==> src/rtl/player_death_ctrl.sv <==
// Player hit detection and death/respawn/invulnerability sequencing, paced by startOfFrame.
// Emits one player_died pulse per death and latches game_over when lives run out.
module player_death_ctrl #(
  parameter int unsigned DEATH_FRAMES  = 64,
  parameter int unsigned INVULN_FRAMES = 96,
  parameter int unsigned CNT_W         = 8
) (
  input  logic clk,
  input  logic resetN,
  input  logic startOfFrame,
  input  logic player_dr,
  input  logic monster_dr,
  input  logic bonus_mode,
  input  logic no_lives,
  output logic player_died,
  output logic player_frozen,
  output logic respawn_req,
  output logic invulnerable,
  output logic game_over
);

  typedef enum logic [1:0] {
    ALIVE     = 2'd0,
    DYING     = 2'd1,
    INVULN    = 2'd2,
    GAME_OVER = 2'd3
  } state_t;

  localparam logic [CNT_W-1:0] DEATH_LOAD  = CNT_W'(DEATH_FRAMES - 1);
  localparam logic [CNT_W-1:0] INVULN_LOAD = CNT_W'(INVULN_FRAMES - 1);
  localparam logic [CNT_W-1:0] CNT_ONE     = CNT_W'(1);

  state_t           state, state_nxt;
  logic [CNT_W-1:0] cnt, cnt_nxt;
  logic             hit_flag, hit_nxt;
  logic             overlap;
  logic             died_nxt, resp_nxt;
  logic             frozen_nxt, invuln_nxt, over_nxt;

  assign overlap = player_dr & monster_dr & ~bonus_mode;

  always_ff @(posedge clk or negedge resetN) begin
    if (!resetN) begin
      state         <= ALIVE;
      cnt           <= '0;
      hit_flag      <= 1'b0;
      player_died   <= 1'b0;
      player_frozen <= 1'b0;
      respawn_req   <= 1'b0;
      invulnerable  <= 1'b0;
      game_over     <= 1'b0;
    end else begin
      state         <= state_nxt;
      cnt           <= cnt_nxt;
      hit_flag      <= hit_nxt;
      player_died   <= died_nxt;
      player_frozen <= frozen_nxt;
      respawn_req   <= resp_nxt;
      invulnerable  <= invuln_nxt;
      game_over     <= over_nxt;
    end
  end

  always_comb begin
    state_nxt = state;
    cnt_nxt   = cnt;
    died_nxt  = 1'b0;
    resp_nxt  = 1'b0;

    case (state)
      ALIVE: begin
        if (startOfFrame && hit_flag) begin
          state_nxt = DYING;
          cnt_nxt   = DEATH_LOAD;
          died_nxt  = 1'b1;
        end
      end
      DYING: begin
        if (startOfFrame) begin
          if (cnt != '0) begin
            cnt_nxt = cnt - CNT_ONE;
          end else if (no_lives) begin
            state_nxt = GAME_OVER;
          end else begin
            state_nxt = INVULN;
            cnt_nxt   = INVULN_LOAD;
            resp_nxt  = 1'b1;
          end
        end
      end
      INVULN: begin
        if (startOfFrame) begin
          if (cnt != '0) begin
            cnt_nxt = cnt - CNT_ONE;
          end else begin
            state_nxt = ALIVE;
          end
        end
      end
      GAME_OVER: begin
        state_nxt = GAME_OVER;
      end
      default: begin
        state_nxt = ALIVE;
        cnt_nxt   = '0;
      end
    endcase
  end

  // Flag accumulates over a frame; the overlap seen in the SOF cycle itself starts the new frame.
  always_comb begin
    hit_nxt = 1'b0;
    if (state == ALIVE) begin
      if (startOfFrame) hit_nxt = overlap;
      else              hit_nxt = hit_flag | overlap;
    end
  end

  // Level outputs are decoded from the next state so they are registered in step with it.
  always_comb begin
    frozen_nxt = (state_nxt == DYING) || (state_nxt == GAME_OVER);
    invuln_nxt = (state_nxt == INVULN);
    over_nxt   = (state_nxt == GAME_OVER);
  end

endmodule

==> config.mk <==
export PLATFORM = sky130hd
export DESIGN_NAME = player_death_ctrl
export DESIGN_NICKNAME = d
export VERILOG_FILES = /design/src/rtl/player_death_ctrl.sv
export SDC_FILE = /design/constraint.sdc
export NUM_CORES = 1
export LEC_CHECK = 0
export ABC_AREA = 1
export CAP_MARGIN = 20
export CORE_UTILIZATION = 30
export CTS_CLUSTER_DIAMETER = 200
export DETAILED_ROUTE_END_ITERATION = 6
export GPL_ROUTABILITY_DRIVEN = 0
export HOLD_SLACK_MARGIN = 0.12
export PLACE_DENSITY = 0.47
export REMOVE_ABC_BUFFERS = 1
export SLEW_MARGIN = 0
export SYNTH_ARGS = -nofsm -noshare
export SYNTH_HDL_FRONTEND = slang
export SYNTH_SLANG_ARGS = --single-unit
==> constraint.sdc <==
create_clock -name clk -period 2.08 [get_ports clk]
set_clock_uncertainty 0.2 [all_clocks]
set_input_delay 0.312 -clock clk [delete_from_list [all_inputs] [get_ports clk]]
set_output_delay 0.312 -clock clk [all_outputs]
set_load 0.05 [all_outputs]
# After elaboration in Yosys (flattened, before gate mapping)
# Index checks and enable logic that the tools add are counted.
[word_totals]
ff_bits = 16
in_bits = 7
output_inout_bits = 5
wordCells = 52
[op_classes]
n_addsub = 1
eq_ne = 11
n_mux = 22
bitwise = 4
reduce_logical = 6
[ops]
columns = ["cell", "count"]
rows = [
  ["$mux 8", 6],
  ["$pmux 8 s3", 1],
  ["$mux 2", 5],
  ["$mux 1", 9],
  ["$eq 2x2->1 const B", 4],
  ["$ne 2x2->1 const B", 4],
  ["$pmux 2 s4", 1],
  ["$reduce_bool 8->1", 1],
  ["$sub 8x1->8 const B", 1],
  ["$reduce_and 6->1", 1],
  ["$eq 2x1->1 const B", 2],
  ["$ne 3x3->1 const B", 1],
  ["$reduce_bool 3->1", 1],
  ["$and 1x1->1", 2],
  ["$logic_not 2->1", 1],
  ["$logic_and 1x1->1", 1],
  ["$logic_or 1x1->1", 1],
  ["$not 1->1", 1],
  ["$or 1x1->1", 1],
]

# Logic depth before layout (Yosys ltp)
# Gate-level depths: netlist of the first run.
[depth]
depth_word = 6
mapped_depth = 11
mapped_depth_nobuf = 11

# Least setup slack after synthesis of the first run
# No wires, ideal clock.
[synth_timing]
path_kind = "register to register"
startpoint = "register state[0]"
endpoint = "register cnt[7]"
setup_ps = 80
t_arrival_ps = 1453
required_time_ps = 1800
slack_ps = 348
path_stages_with_launch = 10
path_buffers = 0
synth_period_minus_slack_ps = 1732
cell_sequence = "dfrtp_1 > inv_1 > ha_1 > nor2_1 > nor2_1 > nor3_4 > nand2_4 > nor2_8 > nand2_2 > o22ai_2"
[synth_via]
elab_chain_cells = 3
word_cells_on_any_way = 11
cone_classes = "eq/ne: 7; mux: 1; reduce/logical: 3"
[synth_lines]
columns = ["element", "line_no", "source"]
rows = [
  ["from (decl)", "33", "state_t state, state_nxt;"],
  ["from (signal assigned)", "53", "state <= state_nxt;"],
  ["$eq 2x1->1 (tied with other cells)", "70", "case (state)"],
  ["$ne 3x3->1 (no source line) (tied with other cells)", "--", ""],
  ["$reduce_and 6->1 (no source line)", "--", ""],
  ["to (signal assigned)", "54", "cnt <= cnt_nxt;"],
  ["to (decl)", "34", "logic [CNT_W-1:0] cnt, cnt_nxt;"],
]
# Several ways; a longest one is shown, not always the timed one.
# A chain may end at the register's enable or synchronous reset.

# Worst setup path after layout of the first run
[layout_timing]
startpoint = "register invulnerable"
endpoint = "output port invulnerable"
[layout_lines]
columns = ["element", "line_no", "source"]
rows = [
  ["from (decl)", "18", "output logic invulnerable,"],
  ["from (signal assigned)", "59", "invulnerable <= invuln_nxt;"],
]
# No word-level cell between the ends.

==> reports/metrics.yaml, run 1 <==
logic_synthesis:
  synth_commonest_cells: "nand2_1 (20), inv_1 (19), dfrtp_1 (16)"
  yosysTopAreaCellShare: 0.393
  synth_edf_count: 0
  synthFlopType: "dfrtp_1"
  yosysSeqAreaShare: 0.393
  ys_warn_count: 0
  ys_types: 24
  synth_seq_cells: 16
  async_reset_ff_frac: 1.00
  netlist_area_um2: 1020
  syn_avg_cell_area_um2: 8.50
  synth_cells: 120
  yosysTopAreaCell: "dfrtp_1"
  yosysMostFrequentCell: "nand2_1"
  synthTopCellsByArea: "dfrtp_1 (39%), ha_1 (8.6%), nand2_1 (7.4%), inv_1 (7.0%), nor2_1 (5.5%)"
floorplan:
  initial_core_util: 0.326
  fp.coreArea_um2: 3130
  die_h_um: 60.3
  die_x_um: 60.3
  die-area_um2: 3640
  std_cell_rows: 20
  ios: 12
worst_setup_path:
  arrival_ns: 1.42
  path_delay_family: "buffers and inverters"
  cp_cell_sequence: "clkdlybuf4s50_1"
  critPathSlowestCell: "clkdlybuf4s50_1"
  rr_worst_depth: 6
  critical_path_required_ns: 1.57
  ff2ff_setup_slack_ns: 0.23
  r2r_start: "state[1]$_DFF_PN0_"
  cp_slowest_stage_delay_ns: 0.80
  path_buf_inv: 1
  crit_path_end_kind: "primary output"
  crit_type: "reg2out"
  timing.rr.end: "cnt[4]$_DFFE_PN0P_"
  start_kind: "flop"
  worstPathMaxFanout: 1
sta:
  rsz0062_at_grt: "no"
  layout_setup_ws_ns: 0.145
  max_freq_mhz: 517
  tightest_slew_ns: 0.501
  finalSetupViolCount: 0
  layout_min_cycle_time_ns: 1.94
  drv_slew: 0
  fin_setup_tns_ns: 0
  min_period_over_period: 0.930
  relSlewSlack: 0.665
  final_hold_viol_count: 0
run:
  cap_violations: 0
routing:
  dr.pass1.iters: 4
  avgViaCountPerCell: 4.31
  routed_wl_um: 2010
  ant_nets: 0
  wl_per_cell_um: 11.0
  vias: 789
  drc: 0
  drt-initial-drc-count: 34
clocking:
  cts_buffer_depth: 2
  clockRootBuffer: "clkbuf_4"
  clock_sinks: 16
  cts_buffers: 3
  htreeDepth: 1
  clk_pin_slew_ns: 0.10
  insertion_delay_ns: 0.29
  ctsHoldBuffers: 0
  cts_tree: "done"
  post-cts-setup-buffer-count: 0
finish:
  final_cells: 183
  drive_above_1_share: 0.180
  antennaDiodeCount: 0
  synthToLayoutAreaGrowth_pct: 22.9
  nets: 154
pwr:
  finalPower_w: 0.00137
  powerDensity_nw_per_um2: 1090
  power_leakage_nw: 0.585
  ir_worst_vdd_mv: 0.500
place:
  post-place-ws_ns: 0.108
  io_buffers: 11
  place_inst: 179
  place.detailed.hpwl_um: 1570
grt:
  grt_max_degree: 17
  grt_pass1_vias: 737
  grt_pass1_wl_um: 3420
  grt-ovfl-total: 0
  antenna_found_initial: 0
  grt_use_total: 0.131
status:
  outcome: "finished, final reports clean"
hold_path:
  worstHoldPathType: "in2async"
[report_power, final]
group	internal, W	switching [W]	leakage, nW
Sequential	0.000387	0.0000526	0.194
Combinational	0.000270	0.000449	0.370
Clock	0.000107	0.000104	0.0210
[how the worst max path moves through the flow]
stage                              end  slack (ns)  cells past startpoint                    from
CTS                          game_over        0.12                      1     game_over$_DFF_PN0_
finish                    invulnerable        0.14                      1  invulnerable$_DFF_PN0_
global placement    cnt[6]$_DFFE_PN0P_        0.13                      7            startOfFrame
detailed placement  cnt[7]$_DFFE_PN0P_        0.11                      7            startOfFrame
global route        cnt[7]$_DFFE_PN0P_       0.009                      9      state[0]$_DFF_PN0_
floorplan           cnt[7]$_DFFE_PN0P_        0.35                      9      state[0]$_DFF_PN0_
[per-layer routing]
layer  up-vias  global-route usage  part of all wire
li1        423                   -                 -
met1       353               0.185              0.53
met2        11               0.195              0.43
met3         2              0.0390             0.035
met4         0              0.0299            0.0075
met5         -                   0                 0
[placed cells by master (no fill, tap or decap), types with 2 or more instances in the layout]
cell,synthesis,layout
o22ai_2,2,2
xor2_1,6,6
nand3_1,4,4
dfrtp_2,0,2
inv_1,19,19
clkbuf_4,0,3
dfrtp_1,16,14
nand2_2,3,3
o21ai_0,3,3
a22oi_1,5,5
nand2_1,20,20
buf_4,0,4
clkdlybuf4s50_1,0,11
a21oi_1,7,7
nor2_1,15,15
a21oi_2,2,2
ha_1,7,7
[what timing repair did]
| item | CTS | global route |
|---|---|---|
| setup endpoints to repair | 0 | 8 |
| hold endpoints to repair | 0 | 0 |
| gates resized for setup | 0 | 2 |
[kinds of logic (layout without fill, tap and decap cells)]
| kind of cell | Yosys count | count (layout) | share of synthesized area |
|---|---|---|---|
| XOR/XNOR | 6 | 6 | 0.0515 |
| buffers and inverters | 20 | 39 | 0.0736 |
| adder cells (fa/ha/maj) | 7 | 7 | 0.0859 |
| flip-flops | 16 | 16 | 0.393 |
| AND/OR/NAND/NOR | 50 | 50 | 0.252 |
| AO/OA/AOI/OAI | 21 | 21 | 0.145 |
[stage by stage]
step	area, um2	utilization	hold WS, ns
after floorplan	1020	-	-0.184
after global placement	1210	0.388	0.341
after detailed placement	1210	0.388	0.327
after CTS	1250	0.400	0.131
after global routing	1250	0.401	0.152
final	1250	0.401	0.128
[flip-flops by register name (all words and copies together) (netlist names)]
register,cells
invulnerable,1
cnt,8
player_died,1
state,2
game_over,1
respawn_req,1
player_frozen,1
hit_flag,1
[cell type report]
type | count | area (um2)
clock buffers | 4 | 36.3
repair buffers | 15 | 140
fillers | 329 | 1870
inverters | 20 | 75.1
well taps | 44 | 55.1
flip-flops and latches | 16 | 403
multi-input cells | 84 | 544
Note: power is estimated with default switching activity, not from simulation.
==> run 2: changes to the inputs <==
Settings changed: CORE_UTILIZATION 30 to 54, PLACE_DENSITY 0.47 to 0.76.
==> run 2 against run 1 <==
- clock-buffer cell count down 1
- critical endpoint is now player_died
- maximum frequency up 0.62%
- via count up 3.4%
- flip-flop and latch count unchanged
- routed wire length down 6.8%
- clock power down 27%
- sequential power down 2%
- cell count down 11%
- largest power group unchanged
- critical path depth unchanged
- register-to-register slack worse by 0.05 ns
- sequential share of layout area up 1.1 points
==> reports/metrics.yaml, run 2 (same netlist as run 1, synthesis figures left out) <==
status:
  outcome: "finished, final reports clean"
sta:
  layout_min_cycle_time_ns: 1.92
  tightest_slew_ns: 0.494
  drv_slew: 0
  rsz0062_at_grt: "no"
  final_hold_viol_count: 0
  min_period_over_period: 0.925
  finalSetupViolCount: 0
  fin_setup_tns_ns: 0
  relSlewSlack: 0.670
  max_freq_mhz: 520
worst_setup_path:
  cp_slowest_stage_delay_ns: 0.80
  start_kind: "flop"
  rr_worst_depth: 9
  crit_type: "reg2out"
  r2r_start: "state[1]$_DFF_PN0_"
  critical_path_required_ns: 1.57
  ff2ff_setup_slack_ns: 0.18
  crit_path_end_kind: "primary output"
  path_buf_inv: 1
  worstPathMaxFanout: 1
  cp_cell_sequence: "clkdlybuf4s50_1"
  timing.rr.end: "cnt[6]$_DFFE_PN0P_"
  cp.depth: 1
  arrival_ns: 1.41
  path_delay_family: "buffers and inverters"
  critPathSlowestCell: "clkdlybuf4s50_1"
clocking:
  cts_buffer_depth: 2
  cts_buffers: 3
  clock_sinks: 16
  ctsHoldBuffers: 0
  post-cts-setup-buffer-count: 0
  insertion_delay_ns: 0.28
  clk_pin_slew_ns: 0.09
  cts_resized: 0
  htreeDepth: 1
  cts_tree: "done"
  clockRootBuffer: "clkbuf_4"
run:
  cap_violations: 0
hold_path:
  worstHoldPathType: "in2async"
grt:
  grt_pass1_vias: 787
  grt_use_total: 0.217
  grt-ovfl-total: 0
  antenna_found_initial: 0
  grt_pass1_wl_um: 3200
  grt_max_degree: 17
floorplan:
  std_cell_rows: 15
  fp.coreArea_um2: 1750
  die_h_um: 45.5
  ios: 12
  initial_core_util: 0.584
  die_x_um: 45.5
  die-area_um2: 2070
routing:
  drc: 0
  ant_nets: 0
  routed_wl_um: 1880
  wl_per_cell_um: 11.6
  drt-initial-drc-count: 17
  dr.pass1.iters: 4
  avgViaCountPerCell: 5.04
  vias: 816
finish:
  antennaDiodeCount: 0
  layout_commonest_cell: "nand2_1"
  reg_top3: "cnt (8), state (2)"
  nets: 153
  largest_register_ff_count: 8
  final_area_um2: 1210
  final_util: 0.691
  regMostFlops: "cnt"
  layout_common_cells: "nand2_1 (20), inv_1 (19), dfrtp_1 (16), nor2_1 (15), clkdlybuf4s50_1 (11)"
  drive_above_1_share: 0.153
  num-fill-cells: 159
  synthToLayoutAreaGrowth_pct: 18.3
pwr:
  swShare: 0.456
  pwr-share-clk: 0.120
  finalPower_w: 0.00129
  ir_worst_vdd_mv: 0.745
  pwr-share-comb: 0.545
  switching_power_w: 0.000589
  p_seq_frac: 0.335
  powerDensity_nw_per_um2: 1070
  p_int_w: 0.000704
  power_leakage_nw: 0.575
place:
  place.detailed.hpwl_um: 1500
  placed_area_um2: 1180
  io_buffers: 11
## run 2: cell count changes in the layout (fill, tap and decap cells not counted), sizes merged
cell,previous run,this run
buf,4,3
clkbuf,4,3
## run 2: worst max path at each step
stage                                      from            endpoint  slack [ns]
after floorplan              state[0]$_DFF_PN0_  cnt[7]$_DFFE_PN0P_        0.35
final                     player_died$_DFF_PN0_         player_died        0.16
after global placement             startOfFrame  cnt[6]$_DFFE_PN0P_        0.18
after global routing         state[1]$_DFF_PN0_  cnt[6]$_DFFE_PN0P_        0.06
after detailed placement           startOfFrame  cnt[6]$_DFFE_PN0P_        0.17
after CTS                 player_died$_DFF_PN0_         player_died        0.14
## run 2: final cells by class
| class | instances | area [um2] | share of cell area |
|---|---|---|---|
| multi-input cells | 84 | 544 | 0.451 |
| flip-flops and latches | 16 | 400 | 0.332 |
| repair buffers | 14 | 133 | 0.110 |
| inverters | 20 | 75.1 | 0.0622 |
| well taps | 25 | 31.3 | 0.0259 |
| clock buffers | 3 | 22.5 | 0.0187 |
## run 2: per-stage QoR
| stage | hold WS (ns) | std cells | setup WS, ns |
|---|---|---|---|
| after floorplan | -0.184 | 120 | 0.348 |
| after global placement | 0.324 | 159 | 0.182 |
| after detailed placement | 0.341 | 159 | 0.172 |
| after CTS | 0.147 | 162 | 0.141 |
| after global routing | 0.173 | 162 | 0.0563 |
| final | 0.146 | 162 | 0.157 |
## run 2: per-layer routing
| layer | track usage | vias up | share of wire |
|---|---|---|---|
| met3 | 0.0357 | 0 | 0.021 |
| li1 | - | 415 | - |
| met2 | 0.403 | 6 | 0.52 |
| met1 | 0.254 | 395 | 0.45 |
| met4 | 0.0545 | 0 | 0 |
| met5 | 0 | - | 0 |
## run 2: power groups by stage
stage / Combinational (W) / Sequential [W] / Clock [W]
6_report: 0.000705 / 0.000433 / 0.000155
5_1_grt: 0.000784 / 0.000442 / 0.000174
3_3_place_gp: 0.000689 / 0.000436 / 0
4_1_cts: 0.000708 / 0.000433 / 0.000164
2_1_floorplan: 0.000501 / 0.000476 / 0
3_5_place_dp: 0.000702 / 0.000439 / 0
==> run 3: changes to the inputs <==
Settings changed: MAX_ROUTING_LAYER set to met4.
==> run 3 against run 2 <==
- sequential power is essentially flat
- clock power is 3% higher
- non-clock buffer count unchanged
- maximum frequency down 0.38%
- clock-buffer cell count unchanged
- worst setup slack worse by 0.0073 ns
- largest power group unchanged
- power increased by 0.34%
==> reports/metrics.yaml, run 3 (same netlist as run 1, synthesis figures left out) <==
status:
  outcome: "finished, final reports clean"
place:
  place_inst: 159
  io_buffers: 11
  placed_area_um2: 1180
  place.detailed.hpwl_um: 1500
pwr:
  finalPower_w: 0.00130
  power_leakage_nw: 0.575
  powerDensity_nw_per_um2: 1080
  ir_worst_vdd_mv: 0.746
clocking:
  clockRootBuffer: "clkbuf_4"
  cts_tree: "done"
  insertion_delay_ns: 0.28
  htreeDepth: 1
  cts_resized: 0
  post-cts-setup-buffer-count: 0
  cts_buffer_depth: 2
  ctsHoldBuffers: 0
  clk_pin_slew_ns: 0.10
  cts_buffers: 3
  clock_sinks: 16
grt:
  grt_use_total: 0.223
  grt_pass1_vias: 784
  grt_pass1_wl_um: 3210
  antenna_found_initial: 0
  grt-ovfl-total: 0
  grt_max_degree: 17
sta:
  max_freq_mhz: 518
  rsz0062_at_grt: "no"
  drv_slew: 0
  min_period_over_period: 0.928
  finalSetupViolCount: 0
  final_hold_viol_count: 0
  whs_ns: 0.138
  layout_min_cycle_time_ns: 1.93
  relSlewSlack: 0.670
  fin_setup_tns_ns: 0
  tightest_slew_ns: 0.494
worst_setup_path:
  critical_path_required_ns: 1.57
  worstPathMaxFanout: 1
  path_delay_family: "buffers and inverters"
  path_buf_inv: 1
  crit_path_end_kind: "primary output"
  cp_slowest_stage_delay_ns: 0.80
  arrival_ns: 1.42
  critPathLaunch: "player_died$_DFF_PN0_"
  ff2ff_setup_slack_ns: 0.19
  r2r_start: "state[1]$_DFF_PN0_"
  cp_cell_sequence: "clkdlybuf4s50_1"
  start_kind: "flop"
  critPathSlowestCell: "clkdlybuf4s50_1"
  crit_type: "reg2out"
run:
  cap_violations: 0
routing:
  drc: 0
  drt-initial-drc-count: 17
  dr.pass1.iters: 4
  wl_per_cell_um: 11.7
  avgViaCountPerCell: 5.06
  routed_wl_um: 1890
  ant_nets: 0
  vias: 819
floorplan:
  fp.coreArea_um2: 1750
  die-area_um2: 2070
  die_x_um: 45.5
  initial_core_util: 0.584
  std_cell_rows: 15
  die_h_um: 45.5
  ios: 12
finish:
  drive_above_1_share: 0.153
  reg_top3: "cnt (8), state (2)"
  antennaDiodeCount: 0
  nets: 153
  synthToLayoutAreaGrowth_pct: 18.3
  final_area_um2: 1210
  final_cells: 162
  layout_commonest_cell: "nand2_1"
  largest_register_ff_count: 8
  layout_common_cells: "nand2_1 (20), inv_1 (19), dfrtp_1 (16), nor2_1 (15), clkdlybuf4s50_1 (11)"
  regMostFlops: "cnt"
hold_path:
  worstHoldPathType: "in2async"
==> run 3: cell counts in the layout (fill, tap and decap cells not counted) <==
No cell type changed its count.
==> run 3: path summary, 6_finish.rpt <==
path                       cells past startpoint               endpoint
setup / recovery                               1            player_died
hold / removal                                 2     cnt[7]$_DFFE_PN0P_
setup reg to reg                               9     cnt[6]$_DFFE_PN0P_
hold reg to reg                                2  player_died$_DFF_PN0_
max in group asynchronous                      2     cnt[1]$_DFFE_PN0P_
min in group clk                               2  player_died$_DFF_PN0_
==> run 3: metrics by stage <==
stage | setup slack [ns] | utilization
finish | 0.149 | 0.691
global route | 0.0563 | 0.691
CTS | 0.141 | 0.691
detailed placement | 0.172 | 0.678
global placement | 0.182 | 0.678
floorplan | 0.348 | -
==> run 3: power breakdown <==
group	leakage, nW	internal (W)	total [W]	switching (W)
registers	0.197	0.000386	0.000433	0.0000472
clock network	0.0138	0.0000670	0.000159	0.0000924
logic	0.365	0.000251	0.000705	0.000454
total	0.575	0.000704	0.00130	0.000594
==> run 3: cell type report <==
class	count	area (um2)
multi-input cells	84	544
inverters	20	75.1
fillers	159	539
well taps	25	31.3
flip-flops and latches	16	400
clock buffers	3	22.5
repair buffers	14	133
==> run 3: routing by layer <==
| layer | vias to the layer above | global-route usage | share of wire | wire, um |
|---|---|---|---|---|
| met4 | 0 | 0.0545 | 0 | 0 |
| met1 | 398 | 0.254 | 0.46 | 868 |
| met2 | 6 | 0.403 | 0.52 | 985 |
| met5 | - | - | 0 | 0 |
| li1 | 415 | - | - | - |
| met3 | 0 | 0.0357 | 0.021 | 40 |
